$ cat src/rtl/motor_cmd_pkg.sv
// motor_cmd_pkg: parser states and packet field layout shared by the motor command dispatcher.
package motor_cmd_pkg;
    typedef enum logic [1:0] {S_HDR, S_PAY, S_CHK, S_COMMIT} state_t;
    localparam int CH_LSB    = 0;
    localparam int CH_MSB    = 3;
    localparam int CH_W      = CH_MSB - CH_LSB + 1;
    localparam int FLUSH_BIT = 7;
    localparam int DIV_LSB   = 4;
    localparam int HDR_BYTES = 1;
    localparam int PAY_BYTES = 4;
endpackage

$ cat src/rtl/motor_cmd_queue.sv
// motor_cmd_queue: single-channel FIFO; flush overrides push/pop, a full queue accepts a push when popped the same cycle.
module motor_cmd_queue #(
    parameter int DEPTH = 4,
    parameter int W     = 28
) (
    input  logic                   clk,
    input  logic                   rst,
    input  logic                   push_i,
    input  logic                   pop_i,
    input  logic                   flush_i,
    input  logic [W-1:0]           din_i,
    output logic [W-1:0]           dout_o,
    output logic [$clog2(DEPTH):0] count_o,
    output logic                   full_o,
    output logic                   empty_o
);
    localparam int AW = $clog2(DEPTH);
    logic [W-1:0]  mem_q [DEPTH];
    logic [AW-1:0] wr_q, rd_q;
    logic [AW:0]   cnt_q;
    logic          do_push, do_pop;
    assign empty_o = cnt_q == '0;
    assign full_o  = cnt_q == (AW+1)'(DEPTH);
    assign count_o = cnt_q;
    assign dout_o  = empty_o ? '0 : mem_q[rd_q];
    assign do_pop  = pop_i & ~empty_o;
    assign do_push = push_i & (~full_o | do_pop);
    always_ff @(posedge clk or posedge rst) begin
        if (rst) begin
            wr_q  <= '0;
            rd_q  <= '0;
            cnt_q <= '0;
        end else if (flush_i) begin
            wr_q  <= '0;
            rd_q  <= '0;
            cnt_q <= '0;
        end else begin
            wr_q  <= wr_q + AW'(do_push);
            rd_q  <= rd_q + AW'(do_pop);
            cnt_q <= cnt_q + (AW+1)'(do_push) - (AW+1)'(do_pop);
        end
    end
    always_ff @(posedge clk) begin
        if (do_push && !flush_i) mem_q[wr_q] <= din_i;
    end
endmodule

$ cat src/rtl/motor_cmd_dispatcher.sv
// motor_cmd_dispatcher: parses UART command packets into per-channel motor queues.
// Define MOTOR_CMD_CHECKSUM_EN to require a trailing XOR checksum byte.
module motor_cmd_dispatcher
    import motor_cmd_pkg::*;
#(
    parameter int NUM_CH      = 10,
    parameter int QDEPTH      = 4,
    parameter int DIV_W       = 15,
    parameter int STEP_W      = 13,
    parameter int TIMEOUT_CYC = 24000
) (
    input  logic                     CLK_SE_AR,
    input  logic                     rst,
    input  logic [7:0]               rx_data,
    input  logic                     rx_strobe,
    input  logic [NUM_CH-1:0]        ch_ready,
    output logic [NUM_CH-1:0]        ch_valid,
    output logic [NUM_CH*DIV_W-1:0]  ch_divider,
    output logic [NUM_CH*STEP_W-1:0] ch_steps,
    output logic [NUM_CH-1:0]        q_nonempty,
    output logic [NUM_CH-1:0]        q_full,
    output logic [NUM_CH-1:0]        ovf_sticky,
    input  logic                     ovf_clr,
    output logic [7:0]               err_count
);
    localparam int EW = DIV_W + STEP_W;
    localparam int TW = $clog2(TIMEOUT_CYC + 1);
    localparam int IW = $clog2(PAY_BYTES);
    state_t                 state_q, state_d;
    logic [CH_W-1:0]        ch_q, ch_d;
    logic                   flush_q, flush_d;
    logic [IW-1:0]          idx_q, idx_d;
    logic [8*PAY_BYTES-1:0] word_q, word_d;
    logic [TW-1:0]          tmo_q, tmo_d;
    logic [7:0]             err_q, err_d;
    logic [NUM_CH-1:0]      ovf_q, ovf_d, push, pop, flsh, drop, full, empty;
    logic                   commit, bad, parse_err, err_inc;
    logic                   unused;
`ifdef MOTOR_CMD_CHECKSUM_EN
    logic [7:0]             chk_q, chk_d;
`endif
    assign commit    = state_q == S_COMMIT;
    assign bad       = {1'b0, ch_q} >= (CH_W+1)'(NUM_CH);
    assign err_inc   = parse_err | (commit & bad) | (|drop);
    assign err_d     = (err_inc && err_q != 8'hFF) ? err_q + 8'd1 : err_q;
    assign ovf_d     = (ovf_q & ~{NUM_CH{ovf_clr}}) | drop;
    assign unused    = ^{word_q[DIV_LSB-1:0], rx_data[6:4]};
    assign err_count = err_q;
    assign ovf_sticky = ovf_q;
    assign ch_valid   = ~empty;
    assign q_nonempty = ~empty;
    assign q_full     = full;
    always_comb begin
        state_d   = state_q;
        ch_d      = ch_q;
        flush_d   = flush_q;
        idx_d     = idx_q;
        word_d    = word_q;
        tmo_d     = '0;
        parse_err = 1'b0;
`ifdef MOTOR_CMD_CHECKSUM_EN
        chk_d     = chk_q;
`endif
        unique case (state_q)
            S_HDR: if (rx_strobe) begin
                ch_d    = rx_data[CH_MSB:CH_LSB];
                flush_d = rx_data[FLUSH_BIT];
                idx_d   = '0;
                state_d = S_PAY;
`ifdef MOTOR_CMD_CHECKSUM_EN
                chk_d   = rx_data;
`endif
            end
            S_PAY, S_CHK: if (rx_strobe) begin
                if (state_q == S_PAY) begin
                    word_d = {rx_data, word_q[8*PAY_BYTES-1:8]};
                    idx_d  = idx_q + 1'b1;
`ifdef MOTOR_CMD_CHECKSUM_EN
                    chk_d  = chk_q ^ rx_data;
                    if (idx_q == IW'(PAY_BYTES - 1)) state_d = S_CHK;
                end else begin
                    state_d   = rx_data == chk_q ? S_COMMIT : S_HDR;
                    parse_err = rx_data != chk_q;
`else
                    if (idx_q == IW'(PAY_BYTES - 1)) state_d = S_COMMIT;
                end else begin
                    state_d = S_HDR;
`endif
                end
            end else if (tmo_q == TW'(TIMEOUT_CYC - 1)) begin
                state_d   = S_HDR;
                parse_err = 1'b1;
            end else begin
                tmo_d = tmo_q + 1'b1;
            end
            default: state_d = S_HDR;
        endcase
    end
    always_ff @(posedge CLK_SE_AR or posedge rst) begin
        if (rst) begin
            state_q <= S_HDR;
            ch_q    <= '0;
            flush_q <= 1'b0;
            idx_q   <= '0;
            word_q  <= '0;
            tmo_q   <= '0;
            err_q   <= '0;
            ovf_q   <= '0;
`ifdef MOTOR_CMD_CHECKSUM_EN
            chk_q   <= '0;
`endif
        end else begin
            state_q <= state_d;
            ch_q    <= ch_d;
            flush_q <= flush_d;
            idx_q   <= idx_d;
            word_q  <= word_d;
            tmo_q   <= tmo_d;
            err_q   <= err_d;
            ovf_q   <= ovf_d;
`ifdef MOTOR_CMD_CHECKSUM_EN
            chk_q   <= chk_d;
`endif
        end
    end
    // Queue entries are stored as {steps, divider}, matching their order in the payload word.
    for (genvar i = 0; i < NUM_CH; i++) begin : g_ch
        logic [EW-1:0]           head;
        logic [$clog2(QDEPTH):0] cnt_unused;
        assign push[i] = commit & ~bad & ~flush_q & (ch_q == CH_W'(i));
        assign flsh[i] = commit & ~bad & flush_q & (ch_q == CH_W'(i));
        assign pop[i]  = ~empty[i] & ch_ready[i];
        assign drop[i] = push[i] & full[i] & ~pop[i];
        assign ch_divider[i*DIV_W +: DIV_W] = head[DIV_W-1:0];
        assign ch_steps[i*STEP_W +: STEP_W] = head[EW-1:DIV_W];
        motor_cmd_queue #(.DEPTH(QDEPTH), .W(EW)) u_q (
            .clk     (CLK_SE_AR),
            .rst     (rst),
            .push_i  (push[i]),
            .pop_i   (pop[i]),
            .flush_i (flsh[i]),
            .din_i   (word_q[DIV_LSB +: EW]),
            .dout_o  (head),
            .count_o (cnt_unused),
            .full_o  (full[i]),
            .empty_o (empty[i])
        );
    end
endmodule
$ cat config.mk
export PLATFORM = sky130hd
export DESIGN_NAME = motor_cmd_dispatcher
export DESIGN_NICKNAME = d
export VERILOG_FILES = /design/src/rtl/motor_cmd_pkg.sv /design/src/rtl/motor_cmd_queue.sv /design/src/rtl/motor_cmd_dispatcher.sv
export SDC_FILE = /design/constraint.sdc
export NUM_CORES = 1
export LEC_CHECK = 0
export CORE_MARGIN = 8
export CORE_UTILIZATION = 63
export CTS_CLUSTER_SIZE = 12
export DETAILED_ROUTE_END_ITERATION = 8
export PLACE_DENSITY = 0.85
export RECOVER_POWER = 25
export SYNTH_ARGS = -nofsm -noshare
export SYNTH_HDL_FRONTEND = slang
export SYNTH_HIERARCHICAL = 1
export SYNTH_SLANG_ARGS = --single-unit
$ cat constraint.sdc
create_clock -name CLK_SE_AR -period 12.7 [get_ports CLK_SE_AR]
set_input_delay 2.54 -clock CLK_SE_AR [delete_from_list [all_inputs] [get_ports CLK_SE_AR]]
set_output_delay 2.54 -clock CLK_SE_AR [all_outputs]
set_load 0.01 [all_outputs]
==> impl_metrics.yaml, run 1 <==
status:
  status: "finished, violations left"
  violations: "capacitance limit, slew limit"
clocking:
  cts_max_path_buffers: 3
  htree_levels: 3
  clock-root-buffer: "clkbuf_16"
  insertion_delay_ns: 0.70
  cts_tree: "built"
  hold_buffers: 0
  ctsResizeCount: 0
  cts_sinks: 1260
  clk_pin_slew_worst_paths_ns: 0.06
  postCtsSetupBuffers: 0
  cts_made_buffers: 121
routing:
  wl_um: 121900
  drc: 0
  drt_iter0_markers: 2630
  viasPerCell: 6.305
  drt-wirelength-per-cell_um: 30.16
  ant_nets: 0
  drt_pre_antenna_iters: 5
  vias: 25491
global_route:
  grt_pass1_vias: 26962
  grt_max_degree: 43
  grt.overflow.total: 0
  grt_first_pass_wirelength_um: 179300
  antenna_found_initial: 8
  grtUsageTotal_pct: 27.36
floorplan:
  dieArea_mm2: 0.08833
  ios: 350
  die-height_um: 297.2
  initial_core_util_pct: 63.37
  core-area_mm2: 0.07861
  die_width_um: 297.2
  rows: 103
power_and_ir_drop:
  leakage_nw: 19.56
  power_switching_mw: 4.532
  intPower_mw: 9.476
  clkPwrFrac_pct: 24.0
  ir_worst_vdd_mv: 0.1855
  seqPwrFrac_pct: 45.6
  sw_frac_of_total_pct: 32.35
  pwr-share-comb_pct: 30.3
  power_density_mw_per_mm2: 239.8
sta:
  tns_ns: 0
  fmax_ghz: 0.1746
  slew_headroom_pct: -48.39
  fin_crit_sh_pct: 45.10
  whs_ns: 0.4794
  grt_setup_unrepaired: "no"
  drv_slew: 896
  post-route-min-period_ns: 5.728
  worst_clock_skew_ns: 0.03499
  hold_viol_final: 0
  setup_violations: 0
  worst_slew_pin_slew_ns: 2.226
logic_synthesis:
  syn_inst: 2467
  synthAdderAreaFrac_pct: 1.306
  yosysWarnings: 6
  synth_edf_count: 1120
  synth_area_mm2: 0.04982
  synthMuxAreaShare_pct: 13.56
  synth_seq_area_share_pct: 74.54
  synth_cell_types: 50
  synthSimpleGateAreaFrac_pct: 7.502
  synth-async-reset-ratio_pct: 11.11
  synth_xor_area_share_pct: 1.020
  synth_compound_area_share_pct: 0.3290
  synth_top_family_by_area: "multiplexers"
  syn_nets: 2535
  synth_ff_type: "edfxtp_1"
  ys_ff_latch: 1260
  synth.avg_cell_area_um2: 20.19
critical_path:
  reg2reg_setup_slack_ns: 9.23
  path_max_fanout: 29
  end_kind: "primary output"
  worstPathArrival_ns: 3.19
  worst_setup_path_start_kind: "flop"
  critical_path_required_ns: 10.16
  path_class: "reg -> out"
final_layout:
  layout_common_cells: "1,120 x edfxtp_1, 349 x clkdlybuf4s50_1, 339 x nor2b_1"
  layout_commonest_cell: "edfxtp_1"
  fillers: 4293
  stdcell_count: 4043
  multi_input_area_mm2: 0.01211
  fin_area_mm2: 0.05841
  register_area_mm2: 0.03715
  antenna_cells: 0
  fin_nets: 2969
  drive_above_1_share_pct: 19.98
  syn_to_final_growth_pct: 17.25
place:
  place_area_mm2: 0.05478
  dpl.hpwl_um: 68630
  port_buffers: 349
  gp_congestion: 0.7738
  placed_cells: 3828
run:
  cap_violations: 21
min_path:
  hp-class: "reg -> reg"
[metal layers]
metal  vias up  global-route usage, %  wire [um]
met4         6                  9.141       3934
met3       201                  6.699      11990
met2      1325                  45.79      61140
met1     13416                  35.47      44810
li1      10543                      -          -
met5         -                      0         44
[power by group through the flow]
stage / clock, mW / sequential (mW) / combinational [mW]
finish: 3.36 / 6.39 / 4.25
global route: 3.55 / 6.44 / 4.51
CTS: 3.41 / 6.36 / 4.31
detailed placement: 0 / 6.44 / 4.25
global placement: 0 / 6.35 / 4.15
floorplan: 0 / 5.66 / 2.59
[metrics by stage]
stage	utilization, %	power [mW]	setup WS [ns]
final	74.30	14.01	6.972
after global routing	74.30	14.51	6.726
after CTS	74.34	14.08	6.950
after detailed placement	69.68	10.70	7.428
after global placement	69.68	10.51	7.584
after floorplan	-	8.252	6.187
[final cells by class]
type	count	share of cell area (%)
timing repair buffer	418	6.867
clock buffer	194	5.863
clock inverter	21	0.4070
sequential	1260	63.60
multi-input combinational	1056	20.73
tap	1050	2.249
inverter	44	0.2827
[synth_stat cells (11+ instances only)]
cell type | instances | area share [%]
and3_1 | 19 | 0.24
buf_2 | 31 | 0.31
buf_6 | 30 | 0.68
clkbuf_1 | 33 | 0.25
dfrtp_1 | 140 | 7.0
edfxtp_1 | 1120 | 68
ha_1 | 36 | 0.90
inv_1 | 44 | 0.33
mux2_2 | 33 | 0.75
mux4_2 | 281 | 13
nand2_1 | 20 | 0.15
nand2b_1 | 19 | 0.24
nand3_1 | 15 | 0.15
nor2_1 | 75 | 0.57
nor2b_1 | 339 | 4.3
nor3_1 | 15 | 0.15
nor3b_1 | 30 | 0.45
nor4_1 | 11 | 0.14
nor4b_1 | 20 | 0.35
or3_1 | 11 | 0.14
xnor2_1 | 38 | 0.67
xor2_1 | 20 | 0.35
[path summary, 6_finish.rpt]
| check | from | to | cells past startpoint |
|---|---|---|---|
| hold / removal | tmo_q[0]$_DFF_PP0_ | tmo_q[0]$_DFF_PP0_ | 1 |
| max in group asynchronous | rst | tmo_q[14]$_DFF_PP0_ | 4 |
| hold reg to reg | tmo_q[0]$_DFF_PP0_ | tmo_q[0]$_DFF_PP0_ | 1 |
| setup reg to reg | state_q[0]$_DFFE_PP0P_ | g_ch[7].u_q/mem_q[1][12]$_DFFE_PP_ | 7 |
| setup / recovery | g_ch[4].u_q/rd_q[0]$_DFF_PP0_ | ch_steps[61] | 3 |
| min in group asynchronous | rst | g_ch[8].u_q/rd_q[0]$_DFF_PP0_ | 3 |
[critical path: stages, from the launching register on]
cell	delay, ns
dfrtp_2	1.01
mux4_2	0.41
nor2b_1	0.42
clkdlybuf4s50_1	0.64
[state kept, by name, indices dropped and copies added (netlist names)]
name,cells
g_ch.u_q/mem_q,1120
g_ch.u_q/count_o,30
word_q,28
g_ch.u_q/rd_q,20
g_ch.u_q/wr_q,20
tmo_q,15
ovf_sticky,10
err_count,8
ch_q,4
idx_q,2
state_q,2
flush_q,1
[cells by family (layout without fill, tap and decap cells)]
family | after synthesis | after routing
buffers and inverters | 151 | 677
and+or+nand+nor | 612 | 612
muxes | 319 | 319
AOI/OAI and AO/OA | 21 | 21
DFF | 1260 | 1260
adders and majority gates | 46 | 46
xor gates and xnor gates | 58 | 58
Power figures use the tool's default switching activity.
==> run 2: changes to the inputs <==
--- a/config.mk
+++ b/config.mk
@@ -6,10 +6,10 @@
 export NUM_CORES = 1
 export LEC_CHECK = 0
 export CORE_MARGIN = 8
-export CORE_UTILIZATION = 63
+export CORE_UTILIZATION = 59
 export CTS_CLUSTER_SIZE = 12
 export DETAILED_ROUTE_END_ITERATION = 8
-export PLACE_DENSITY = 0.85
+export PLACE_DENSITY = 0.8
 export RECOVER_POWER = 25
 export SYNTH_ARGS = -nofsm -noshare
 export SYNTH_HDL_FRONTEND = slang
==> constraint.sdc (replaced) <==
create_clock -name CLK_SE_AR -period 5.35 [get_ports CLK_SE_AR]
set_input_delay 1.07 -clock CLK_SE_AR [delete_from_list [all_inputs] [get_ports CLK_SE_AR]]
set_output_delay 1.07 -clock CLK_SE_AR [all_outputs]
set_load 0.01 [all_outputs]
==> impl_metrics.yaml, run 2 (synthesis gave the netlist of run 1 again) <==
routing:
  viasPerCell: 6.068
  wl_um: 121200
  vias: 25077
  drc: 0
  ant_nets: 0
  drt_iter0_markers: 2536
  drt-wirelength-per-cell_um: 29.31
  drt_pre_antenna_iters: 5
clocking:
  postCtsSetupBuffers: 0
  cts_max_path_buffers: 3
  htree_levels: 3
  insertion_delay_ns: 0.70
  hold_buffers: 0
  ctsResizeCount: 0
  cts_tree: "built"
  cts_made_buffers: 121
  clock-root-buffer: "clkbuf_16"
  clk_pin_slew_worst_paths_ns: 0.06
  cts_sinks: 1260
final_layout:
  layout_common_cells: "1,120 x edfxtp_1, 347 x clkdlybuf4s50_1, 339 x nor2b_1"
  post-route-util_pct: 69.91
  fillers: 5002
  syn_to_final_growth_pct: 17.44
  drive_above_1_share_pct: 20.27
  largest_register: "g_ch.u_q/mem_q"
  fin_area_mm2: 0.05850
  layout_commonest_cell: "edfxtp_1"
  largest_reg_flops: 1120
  fin_nets: 2978
sta:
  grt_setup_unrepaired: "no"
  tns_ns: 0
  timing.final.ws_setup_ns: 0.9379
  post-route-min-period_ns: 4.412
  drv_slew: 753
  slew_headroom_pct: -44.51
  worst_slew_pin_slew_ns: 2.168
  hold_viol_final: 0
  fmax_ghz: 0.2267
  setup_violations: 0
  fin_crit_sh_pct: 82.47
  worst_clock_skew_ns: 0.02974
run:
  cap_violations: 18
global_route:
  grtUsageTotal_pct: 25.54
  met2_usage_pct: 42.48
  grt_util_met1_pct: 32.92
  use_met3_pct: 6.040
  grt_pass1_vias: 26587
  grt_first_pass_wirelength_um: 175500
  antenna_found_initial: 10
  grt_most_used_layer: "met2"
  grt.overflow.total: 0
  grt_max_degree: 44
min_path:
  hp-class: "reg -> reg"
place:
  port_buffers: 349
  place_area_mm2: 0.05495
  dpl.hpwl_um: 71000
  dp_slack_ns: 1.630
  gp_congestion: 0.7945
power_and_ir_drop:
  leakage_nw: 19.55
  p_total_mw: 33.00
  power_density_mw_per_mm2: 564.1
  ir_worst_vdd_mv: 0.4692
critical_path:
  r2r_start: "state_q[0]$_DFFE_PP0P_"
  path_max_fanout: 23
  critical_path_required_ns: 4.28
  startpoint: "g_ch[4].u_q/rd_q[0]$_DFF_PP0_"
  cp-endpoint: "ch_divider[60]"
  worst_setup_path_start_kind: "flop"
  end_kind: "primary output"
  r2r-end: "g_ch[0].u_q/mem_q[1][12]$_DFFE_PP_"
  worst-r2r-cell-count: 7
  worstPathArrival_ns: 3.34
  reg2reg_setup_slack_ns: 1.99
  path_class: "reg -> out"
status:
  status: "finished, violations left"
  violations: "capacitance limit, slew limit"
floorplan:
  dieArea_mm2: 0.09399
  ios: 350
  die-height_um: 306.6
  rows: 106
  die_width_um: 306.6
  core-area_mm2: 0.08369
  initial_core_util_pct: 59.53
## run 2: cell count changes in the layout (fill, tap and decap cells not counted), sizes merged
cell           delta
clkdlybuf4s50     -2
dlygate4sd3       +2
clkinvlp          +1
diode             +4
inv               -1
buf               +7
bufinv            -1
clkbuf            -4
## run 2: worst max-delay path: stages, from the launching register on
cell             delay (ns)
dfrtp_2                1.06
buf_4                  0.37
mux4_2                 0.53
nor2b_1                0.16
clkdlybuf4s50_1        0.52
## run 2: cell type report
cell class                 count  area (um^2)  area share (%)
clock inverter                20        175.2          0.2994
multi-input combinational   1056        12110           20.70
antenna                        4        10.01         0.01711
timing repair buffer         427         4071           6.959
clock buffer                 188         3402           5.815
tap                         1134         1419           2.425
sequential                  1260        37150           63.51
inverter                      44        165.2          0.2823
## run 2: where the power goes
part | total, mW | switching, mW | internal [mW]
sequential | 15.2 | 2.82 | 12.4
combinational | 9.92 | 4.31 | 5.61
clock | 7.83 | 3.46 | 4.38
## run 2: worst min-delay path by stage
stage | slack (ns) | endpoint | start | depth (start not counted)
floorplan | 0.43 | tmo_q[0]$_DFF_PP0_ | tmo_q[0]$_DFF_PP0_ | 1
global placement | 0.45 | tmo_q[0]$_DFF_PP0_ | tmo_q[0]$_DFF_PP0_ | 1
detailed placement | 0.47 | tmo_q[0]$_DFF_PP0_ | tmo_q[0]$_DFF_PP0_ | 1
CTS | 0.48 | tmo_q[0]$_DFF_PP0_ | tmo_q[0]$_DFF_PP0_ | 1
global route | 0.50 | tmo_q[0]$_DFF_PP0_ | tmo_q[0]$_DFF_PP0_ | 1
finish | 0.48 | tmo_q[0]$_DFF_PP0_ | tmo_q[0]$_DFF_PP0_ | 1
## run 2: per-stage QoR
stage	hold WS, ns	cells
floorplan	0.4329	2467
global placement	0.4455	3921
detailed placement	0.4727	3921
CTS	0.4808	4129
global route	0.5044	4130
finish	0.4765	4133
## run 2: routing by layer
metal	wire length, um	share of wire [%]
met5	45	0.037
met4	4747	3.9
met3	11540	9.5
met2	59890	49
met1	44930	37
==> run 3: changes to the inputs <==
==> constraint.sdc (replaced) <==
create_clock -name CLK_SE_AR -period 4.4 [get_ports CLK_SE_AR]
set_input_delay 0.88 -clock CLK_SE_AR [delete_from_list [all_inputs] [get_ports CLK_SE_AR]]
set_output_delay 0.88 -clock CLK_SE_AR [all_outputs]
set_load 0.01 [all_outputs]
==> impl_metrics.yaml, run 3 (synthesis gave the netlist of run 1 again) <==
min_path:
  hold_start: "ovf_sticky[0]$_DFF_PP0_"
  hp-class: "reg -> reg"
clocking:
  htree_levels: 3
  clk_pin_slew_worst_paths_ns: 0.06
  cts_max_path_buffers: 3
  cts_sinks: 1260
  postCtsSetupBuffers: 0
  cts_tree: "built"
  insertion_delay_ns: 0.69
  ctsResizeCount: 0
  hold_buffers: 0
  cts_made_buffers: 120
  clock-root-buffer: "clkbuf_16"
sta:
  setup_violations: 0
  slew_headroom_pct: -51.70
  fmax_ghz: 0.2478
  grt_setup_unrepaired: "no"
  fin_crit_sh_pct: 91.73
  drv_slew: 796
  worst_clock_skew_ns: 0.02855
  timing.final.ws_setup_ns: 0.3637
  worst_slew_pin_slew_ns: 2.275
  tns_ns: 0
  hold_viol_final: 0
  post-route-min-period_ns: 4.036
power_and_ir_drop:
  ir_worst_vdd_mv: 0.4730
  leakage_nw: 19.53
  power_density_mw_per_mm2: 684.3
global_route:
  grt_first_pass_wirelength_um: 172700
  grt.overflow.total: 0
  grt_pass1_vias: 26196
  grtUsageTotal_pct: 25.04
  antenna_found_initial: 8
  grt_max_degree: 43
critical_path:
  startpoint: "g_ch[4].u_q/rd_q[1]$_DFF_PP0_"
  critical_path_required_ns: 3.52
  r2r_start: "state_q[0]$_DFFE_PP0P_"
  worstPathArrival_ns: 3.16
  path_class: "reg -> out"
  path_max_fanout: 20
  worst_setup_path_start_kind: "flop"
  end_kind: "primary output"
  reg2reg_setup_slack_ns: 1.24
final_layout:
  post-route-util_pct: 70.15
  largest_reg_flops: 1120
  largest_register: "g_ch.u_q/mem_q"
  drive_above_1_share_pct: 20.06
  fin_area_mm2: 0.05871
  fin_nets: 2977
  layout_common_cells: "1,120 x edfxtp_1, 347 x clkdlybuf4s50_1, 339 x nor2b_1"
  syn_to_final_growth_pct: 17.85
  layout_commonest_cell: "edfxtp_1"
place:
  port_buffers: 349
  dp_slack_ns: 0.9990
  dpl.hpwl_um: 68500
  gp_congestion: 0.7803
  place_area_mm2: 0.05520
floorplan:
  ios: 350
  die_width_um: 306.6
  core-area_mm2: 0.08369
  initial_core_util_pct: 59.53
  die-height_um: 306.6
  rows: 106
  dieArea_mm2: 0.09399
run:
  cap_violations: 19
status:
  status: "finished, violations left"
  violations: "capacitance limit, slew limit"
routing:
  drc: 0
  vias: 25195
  drt_pre_antenna_iters: 5
  ant_nets: 0
  drt-wirelength-per-cell_um: 28.75
  wl_um: 118900
  drt_iter0_markers: 2536
  viasPerCell: 6.092
[run 3: cell types whose count changed in the layout (fill, tap and decap cells not counted), sizes merged]
cell,change
diode,-3
clkbuf,+10
inv,-1
clkinv,-3
[run 3: report_power, final]
part / switching, mW / internal (mW) / leakage [nW] / total, mW
combinational: 5.34 / 6.87 / 5.95 / 12.2
clock: 4.16 / 5.25 / 1.69 / 9.41
sequential: 3.43 / 15.1 / 11.9 / 18.6
[run 3: final cells by class]
cell class	count	area (um^2)
diodes	1	2.502
clock buffers	198	3377
clock inverters	16	162.7
fillers	4972	24980
inverters	44	165.2
multi-input cells	1056	12340
flip-flops and latches	1260	37160
well taps	1134	1419
repair buffers	427	4084
[run 3: layer usage]
| layer | GRT usage (%) | share of wire [%] | wire length [um] | vias up |
|---|---|---|---|---|
| li1 | - | - | - | 10566 |
| met1 | 33.90 | 39 | 45980 | 13226 |
| met2 | 40.75 | 49 | 57800 | 1202 |
| met3 | 6.095 | 9.7 | 11490 | 199 |
| met4 | 7.610 | 3.1 | 3637 | 2 |
| met5 | 0 | 0.011 | 13 | - |
[run 3: worst max-delay path: stages (launching register included)]
cell             delay, ns
dfrtp_1               0.99
buf_4                 0.34
mux4_2                0.22
nor2b_1               0.29
clkdlybuf4s50_1       0.61
[run 3: per-stage QoR]
stage          cells  power (mW)  hold WS, ns
2_1_floorplan   2467       23.84       0.4329
3_3_place_gp    3921       30.53       0.4462
3_5_place_dp    3921       31.02       0.4727
4_1_cts         4135       40.41       0.4836
5_1_grt         4135       41.71       0.5051
6_report        4136       40.17       0.4882
[run 3: worst paths after layout]
| check | cells after the start | to |
|---|---|---|
| worst max-delay path | 4 | ch_steps[55] |
| worst min-delay path | 1 | ovf_sticky[0]$_DFF_PP0_ |
| worst max register to register | 10 | g_ch[1].u_q/count_o[1]$_DFF_PP0_ |
| worst min register to register | 1 | ovf_sticky[0]$_DFF_PP0_ |
| max in group asynchronous | 4 | word_q[16]$_DFFE_PP0P_ |
| min in group asynchronous | 3 | g_ch[5].u_q/rd_q[1]$_DFF_PP0_ |
